===== config.mk =====
export PLATFORM = sky130hd
export DESIGN_NAME = load_store_unit
export DESIGN_NICKNAME = d
export VERILOG_FILES = /design/src/rtl/lsu_pkg.sv /design/src/rtl/lsu_load_align.sv /design/src/rtl/load_store_unit.sv
export SDC_FILE = /design/constraint.sdc
export NUM_CORES = 1
export LEC_CHECK = 0
export CORE_UTILIZATION = 37
export DETAILED_ROUTE_END_ITERATION = 10
export GPL_TIMING_DRIVEN = 0
export PLACE_DENSITY = 0.76
export SLEW_MARGIN = 20
export SYNTH_ARGS = -nofsm -noshare
export SYNTH_HDL_FRONTEND = slang
export SYNTH_SLANG_ARGS = --single-unit
export TNS_END_PERCENT = 100

===== constraint.sdc =====
create_clock -name CLK -period 1.5 [get_ports CLK]
set_input_delay 0.225 -clock CLK [delete_from_list [all_inputs] [get_ports CLK]]
set_output_delay 0.225 -clock CLK [all_outputs]
set_load 0.005 [all_outputs]

===== src/rtl/lsu_pkg.sv =====
// rtl/lsu_pkg.sv - LSU state encoding and RISC-V Funct3 access codes
package lsu_pkg;

  typedef enum logic [2:0] {IDLE, READ, CAPTURE, WRITE, DONE} state_t;

  localparam logic [2:0] LB  = 3'b000;
  localparam logic [2:0] LH  = 3'b001;
  localparam logic [2:0] LW  = 3'b010;
  localparam logic [2:0] LBU = 3'b100;
  localparam logic [2:0] LHU = 3'b101;
  localparam logic [2:0] SB  = 3'b000;
  localparam logic [2:0] SH  = 3'b001;
  localparam logic [2:0] SW  = 3'b010;

endpackage


===== src/rtl/lsu_load_align.sv =====
// rtl/lsu_load_align.sv - load lane select and sign/zero extension
// Sub-word extraction only when LSU_SUBWORD_EN is defined; otherwise aligned words only.
module lsu_load_align
  import lsu_pkg::*;
(
  input  logic [31:0] word,
  input  logic [2:0]  funct3,
  input  logic [1:0]  lane,
  output logic [31:0] data
);

`ifdef LSU_SUBWORD_EN
  logic [7:0]  byte_v;
  logic [15:0] half_v;

  always_comb begin
    byte_v = word[{lane, 3'b000} +: 8];
    half_v = word[{lane[1], 4'b0000} +: 16];
    case (funct3)
      LB:      data = {{24{byte_v[7]}}, byte_v};
      LBU:     data = {24'h0, byte_v};
      LH:      data = {{16{half_v[15]}}, half_v};
      LHU:     data = {16'h0, half_v};
      default: data = word;
    endcase
  end
`else
  always_comb begin
    data = (funct3 == LW && lane == 2'b00) ? word : 32'h0;
  end
`endif

endmodule


===== src/rtl/load_store_unit.sv =====
// rtl/load_store_unit.sv - RV32 load/store unit for a word-addressed synchronous memory
// Sub-word loads/stores (read-modify-write) enabled by LSU_SUBWORD_EN.
module load_store_unit
  import lsu_pkg::*;
#(
  parameter int MEMORY_SIZE = 64
) (
  input  logic        CLK,
  input  logic        RESET_N,
  input  logic        Request,
  input  logic        WriteOp,
  input  logic [2:0]  Funct3,
  input  logic [31:0] ByteAddress,
  input  logic [31:0] StoreData,
  input  logic [31:0] MemReadData,
  output logic [31:0] MemAddress,
  output logic        MemWriteEnable,
  output logic [31:0] MemWriteData,
  output logic [31:0] LoadData,
  output logic        Busy,
  output logic        Done,
  output logic        Fault
);

  state_t      state;
  logic        write_op_q;
  logic [2:0]  funct3_q;
  logic [1:0]  lane_q;
  logic        fault_now;
  logic [31:0] aligned;
  logic [31:0] merged;

  always_comb begin
    fault_now = 1'b0;
`ifdef LSU_SUBWORD_EN
    case (Funct3)
      LB:      fault_now = 1'b0;
      LBU:     fault_now = WriteOp;
      LH:      fault_now = ByteAddress[0];
      LHU:     fault_now = WriteOp | ByteAddress[0];
      LW:      fault_now = |ByteAddress[1:0];
      default: fault_now = 1'b1;
    endcase
`else
    fault_now = (Funct3 != LW) || (|ByteAddress[1:0]);
`endif
    if (ByteAddress[31:2] >= 30'(MEMORY_SIZE)) fault_now = 1'b1;
  end

`ifdef LSU_SUBWORD_EN
  logic [15:0] store_lane_q;

  always_ff @(posedge CLK or negedge RESET_N) begin
    if (!RESET_N) store_lane_q <= '0;
    else if (state == IDLE && Request) store_lane_q <= StoreData[15:0];
  end

  // Insert the store lane into the word read back during CAPTURE.
  always_comb begin
    merged = MemReadData;
    if (funct3_q == SB) merged[{lane_q, 3'b000} +: 8] = store_lane_q[7:0];
    else merged[{lane_q[1], 4'b0000} +: 16] = store_lane_q;
  end
`else
  always_comb begin
    merged = MemReadData;
  end
`endif

  lsu_load_align u_align (
    .word   (MemReadData),
    .funct3 (funct3_q),
    .lane   (lane_q),
    .data   (aligned)
  );

  always_ff @(posedge CLK or negedge RESET_N) begin
    if (!RESET_N) begin
      state          <= IDLE;
      write_op_q     <= 1'b0;
      funct3_q       <= '0;
      lane_q         <= '0;
      MemAddress     <= '0;
      MemWriteEnable <= 1'b0;
      MemWriteData   <= '0;
      LoadData       <= '0;
      Busy           <= 1'b0;
      Done           <= 1'b0;
      Fault          <= 1'b0;
    end else begin
      case (state)
        IDLE: if (Request) begin
          write_op_q <= WriteOp;
          funct3_q   <= Funct3;
          lane_q     <= ByteAddress[1:0];
          Busy       <= 1'b1;
          if (fault_now) begin
            state <= DONE;
            Done  <= 1'b1;
            Fault <= 1'b1;
          end else if (WriteOp && Funct3 == SW) begin
            state          <= WRITE;
            MemAddress     <= {2'b00, ByteAddress[31:2]};
            MemWriteData   <= StoreData;
            MemWriteEnable <= 1'b1;
          end else begin
            state      <= READ;
            MemAddress <= {2'b00, ByteAddress[31:2]};
          end
        end
        READ: state <= CAPTURE;
        CAPTURE: begin
          if (write_op_q) begin
            state          <= WRITE;
            MemWriteData   <= merged;
            MemWriteEnable <= 1'b1;
          end else begin
            state    <= DONE;
            LoadData <= aligned;
            Done     <= 1'b1;
          end
        end
        WRITE: begin
          state          <= DONE;
          MemWriteEnable <= 1'b0;
          Done           <= 1'b1;
        end
        default: begin
          state          <= IDLE;
          MemAddress     <= '0;
          MemWriteEnable <= 1'b0;
          Busy           <= 1'b0;
          Done           <= 1'b0;
          Fault          <= 1'b0;
        end
      endcase
    end
  end

endmodule


==> results.txt, run 1 <==
- Status: finished, violations left
- The checks that failed: negative setup slack.
* Setup crit end: MemWriteData[3]
* Number of stages on the worst setup path: 5
* Maxcap violations: 0
- In this run the static leakage power is roughly 3.6 nW.
- Setup Viol. Count Final: 103
- Busiest layer in global routing: met2
- Buffers inserted during clock tree synthesis total 9.
* Post-synthesis simple-gate area fraction: between 10% and 20%
- Counting flops and latches in the post-synthesis netlist gives 107.
- The path class of the tightest hold or removal check is in2async.
* IO buf count: 200
- RR Startpoint: state[0]
- Via count of the first global-routing pass: about 3800
* Required @ worst endpoint: roughly 1.7 ns
- Counting tap cells, the placed design contains a total of 660 instances.
* Main combinational cell family by area after synthesis: compound AO/OA/AOI/OAI gates
- The number of antenna diodes in the final layout is 0.
* Cell at the slowest stage of the critical path: dfrtp_1
- In this run, distinct cell masters in the synthesized netlist total between 40 and 50.
* Critical path's top delay family: simple AND/OR/NAND/NOR gates
- IR analysis of the VDD net gives a maximum drop of roughly 820 uV.
* CP peak stage delay: roughly 0.43 ns
- Core area: 11420 um2
- Type of element capturing the critical path: flip-flop
- The critical path goes through nor4b_4 -> and2_4 -> nand3_4 -> buf_6 -> o221a_1.
- The pre-antenna-repair detailed-routing pass consisted of 4 iterations.
* First-pass GRT wire length: 20.02 mm
- Crit path setup slack, layout: -0.2152 ns
- Synthesized-area fraction occupied by adder cells: 0%
* Combined global-route utilization of all metal layers: roughly 22%
* DR WL/cell: approximately 19 um
- Clock tree synthesis selected as its root buffer the cell clkbuf_16.
- The worst register-to-register path ends at MemWriteData[3].
- Max Fclk: a little under 600 MHz
- Share of post-route cells with drive strength above 1: about a quarter
* Main flop type after synthesis: dfrtp_1
* Max Fanout on Critical Path: 10
* Largest net degree at the start of global routing: 70
- CTS tree: done
- Met1 Resource Use GR: between 20% and 30%
* Placement-stage worst setup slack: -0.8891 ns
- Post-synthesis cell type with the largest combined area: dfrtp_1
* Area fraction in compound gates after synthesis: between 10% and 20%
- M3 GR Usage: roughly 8.3%
- Number of synthesized flops with an enable pin: 0
- The floorplan has 39 rows.
- Multiplexer cells account for between 1.5 and 2% of the synthesized area.
- Worst clock skew: just under 0.01 ns
* Final count of pins violating max slew: 0
- Multi-input gate area: approximately 1700 um2
- From left edge to right edge, the die measures roughly 110 um.
- Averaged over all synthesized cells, the footprint is between 10 and 15 um2.
- Sequential cell area in the final layout: about 2700 um2
* Via total after detailed routing: about 3800
- Initial antenna violation count: 0
- From bottom edge to top edge, the die measures about 110 um.
- Clock sinks: approximately 110
- Number of instances in the synthesized netlist: around 320
- Clock input transition at the sequential cells of the worst setup and hold paths: 0.07 ns
* Die footprint: around 12000 um2
* DRC violation count after routing: 0
- Gp weighted congestion: just under 0.8
- Worst EP arrival: roughly 2.0 ns
- From synthesis to final layout, the design area changed by 75.72%.
- Setup repair after global routing could not meet its margin everywhere.
* Power Density: between 700 and 800 nW/um2
- Synth top area share: 61.64%
- The share of the Yosys chip area taken by registers is 61.64%.
* Core utilization of the finished layout: about two thirds
- Ranking of synthesized cells by area: dfrtp_1, o221a_1, a22o_1
- The worst path uses 114.3% of the clock period.
* FILL cells: 825
- Setup slack of the worst register-to-register path: -0.22 ns
* Total gr overflow: 0
- In the final design database the tool counted 670 nets.
* Critical path startpoint: state[0]
* Final sum of negative setup slack: -14.00 ns
- The routed design could run at a clock period as short as 1.715 ns.
- After detailed routing, the total wire length is between 10 and 15 mm.
* Max clock buf depth: 2
- Summing every instance area after synthesis gives between 4000 and 5000 um2.
- Source-to-sink clock delay at the later pin of the worst-skew pair: 0.35 ns
- After detailed routing, the number of vias per cell comes to about 5.2.
- Area share of xor/xnor cells in the synthesized design: 0%
- The critical path is of the reg2reg type.
- Hold violation total from the final report: 0
- DPL Wire Length: 8.937 mm
- In this run the remaining antenna-violating nets after routing total 0.
* Nature of the critical path startpoint: flip-flop
- The Yosys step of the flow raised 0 warnings.
- Boundary pin count: 203
* Worst Reg2Reg Path Length in Cells: 5
* GRT met2 Usage: 36.69%
* Final-layout worst hold slack: between 0.3 and 0.4 ns
- Final non-filler cell total: approximately 720
* Number of violations reported at the end of detailed-routing iteration 0: 180
- Number of H-tree levels: 3
* Number of buffer and inverter stages on the critical path: 1
* Starting Density: between 30% and 40%
- Share of async-settable or async-resettable flops after synthesis: between 90% and 100%
## synthesized netlist by cell type (2+ instances only)
master    count
dfrtp_1     107
a22o_1       32
nand2b_1     32
o221a_1      30
and2_1       24
clkbuf_1      9
nor4_1        7
a32o_1        6
buf_6         6
mux2_2        6
nor2_1        6
buf_4         5
a21oi_1       4
buf_2         4
nor3_1        3
a221oi_1      2
inv_1         2
nand4_1       2
nor2b_1       2
o21ai_0       2
o221a_2       2
o31a_1        2
## state kept, by name, indices dropped and copies added (netlist names), 2 cells and up
name / flops
LoadData: 32
MemWriteData: 32
MemAddress: 30
funct3_q: 3
state: 3
lane_q: 2
## worst min path at each step
stage | startpoint | endpoint | slack [ns] | cells past startpoint
4_1_cts | RESET_N | MemAddress[27] | 0.34 | 2
3_3_place_gp | MemAddress[12] | MemAddress[12] | 0.47 | 1
2_1_floorplan | RESET_N | Busy | -0.07 | 0
5_1_grt | RESET_N | MemAddress[27] | 0.36 | 2
6_report | RESET_N | MemAddress[27] | 0.35 | 2
3_5_place_dp | RESET_N | MemAddress[27] | 0.16 | 1
## kinds of logic after synthesis
group                  count (synthesis)
DFF                                  107
and+or+nand+nor                       91
AOI/OAI and AO/OA                     84
buffers and inverters                 26
muxes                                  6
other                                  1
## cell usage in the layout (no fill, tap or decap), types with 4 or more instances in the layout
master / instances
a32o_1: 6
buf_6: 21
dfrtp_1: 106
clkdlybuf4s50_1: 166
nor4_2: 4
clkbuf_16: 10
a22o_1: 32
nor2_1: 4
and2_1: 4
buf_4: 23
dlygate4sd2_1: 16
mux2_4: 6
buf_8: 9
and2_4: 21
nand2b_1: 32
dlymetal6s2s_1: 17
o221a_1: 30
## power breakdown
group	switching [mW]	internal, mW	total, mW	leakage (nW)
Sequential	0.0308	2.92	2.95	1.47
Clock	1.10	1.31	2.41	0.146
Combinational	0.224	0.389	0.613	1.98
## worst reg2reg max path, stage by stage (launching register included)
cell and delay (ns):
dfrtp_1 0.43, nor4b_4 0.32, and2_4 0.22, nand3_4 0.17, buf_6 0.20, o221a_1 0.26
## stage by stage
step | area, um2 | total power, mW
2_1_floorplan | 4355 | 3.094
3_3_place_gp | 6536 | 3.473
3_5_place_dp | 6565 | 3.491
4_1_cts | 7430 | 5.951
5_1_grt | 7634 | 6.190
6_report | 7634 | 5.968
## routing by layer
metal  routed length (um)  up-vias
li1                     -     1690
met1                 5395     1878
met2                 6759      165
met3                 1347       17
met4                  213        0
met5                    0        -
## cell type report
cell class / count / area share [%]
Buffer: 24 / 3.409
Clock buffer: 9 / 2.950
Clock inverter: 7 / 1.016
Inverter: 2 / 0.09834
Multi-Input combinational cell: 183 / 22.55
Sequential cell: 107 / 35.09
Tap cell: 143 / 2.344
Timing Repair Buffer: 240 / 32.54
## what timing repair did
item | 4_1_cts | 5_1_grt
endpoints found under the hold margin | 38 | 0
resized for setup | 87 | 59
hold buffers | 1 | 0
buffers inserted | 23 | 9
endpoints found under the setup margin | 104 | 119
gates cloned | 7 | 1
pin swaps | 21 | 14
(Power assumes the default switching activity.)
==> run 2, diff against run 1 <==
--- a/config.mk
+++ b/config.mk
@@ -13,4 +13,3 @@
 export SYNTH_ARGS = -nofsm -noshare
 export SYNTH_HDL_FRONTEND = slang
 export SYNTH_SLANG_ARGS = --single-unit
-export TNS_END_PERCENT = 100
==> results of run 2 <==
The final DEF is identical to that of run 1; final timing and power are the same.
==> run 3, diff against run 2 <==
--- a/config.mk
+++ b/config.mk
@@ -5,6 +5,7 @@
 export SDC_FILE = /design/constraint.sdc
 export NUM_CORES = 1
 export LEC_CHECK = 0
+export ABC_AREA = 0
 export CORE_UTILIZATION = 37
 export DETAILED_ROUTE_END_ITERATION = 10
 export GPL_TIMING_DRIVEN = 0
==> results of run 3 <==
The final DEF is identical to that of run 1; final timing and power are the same.
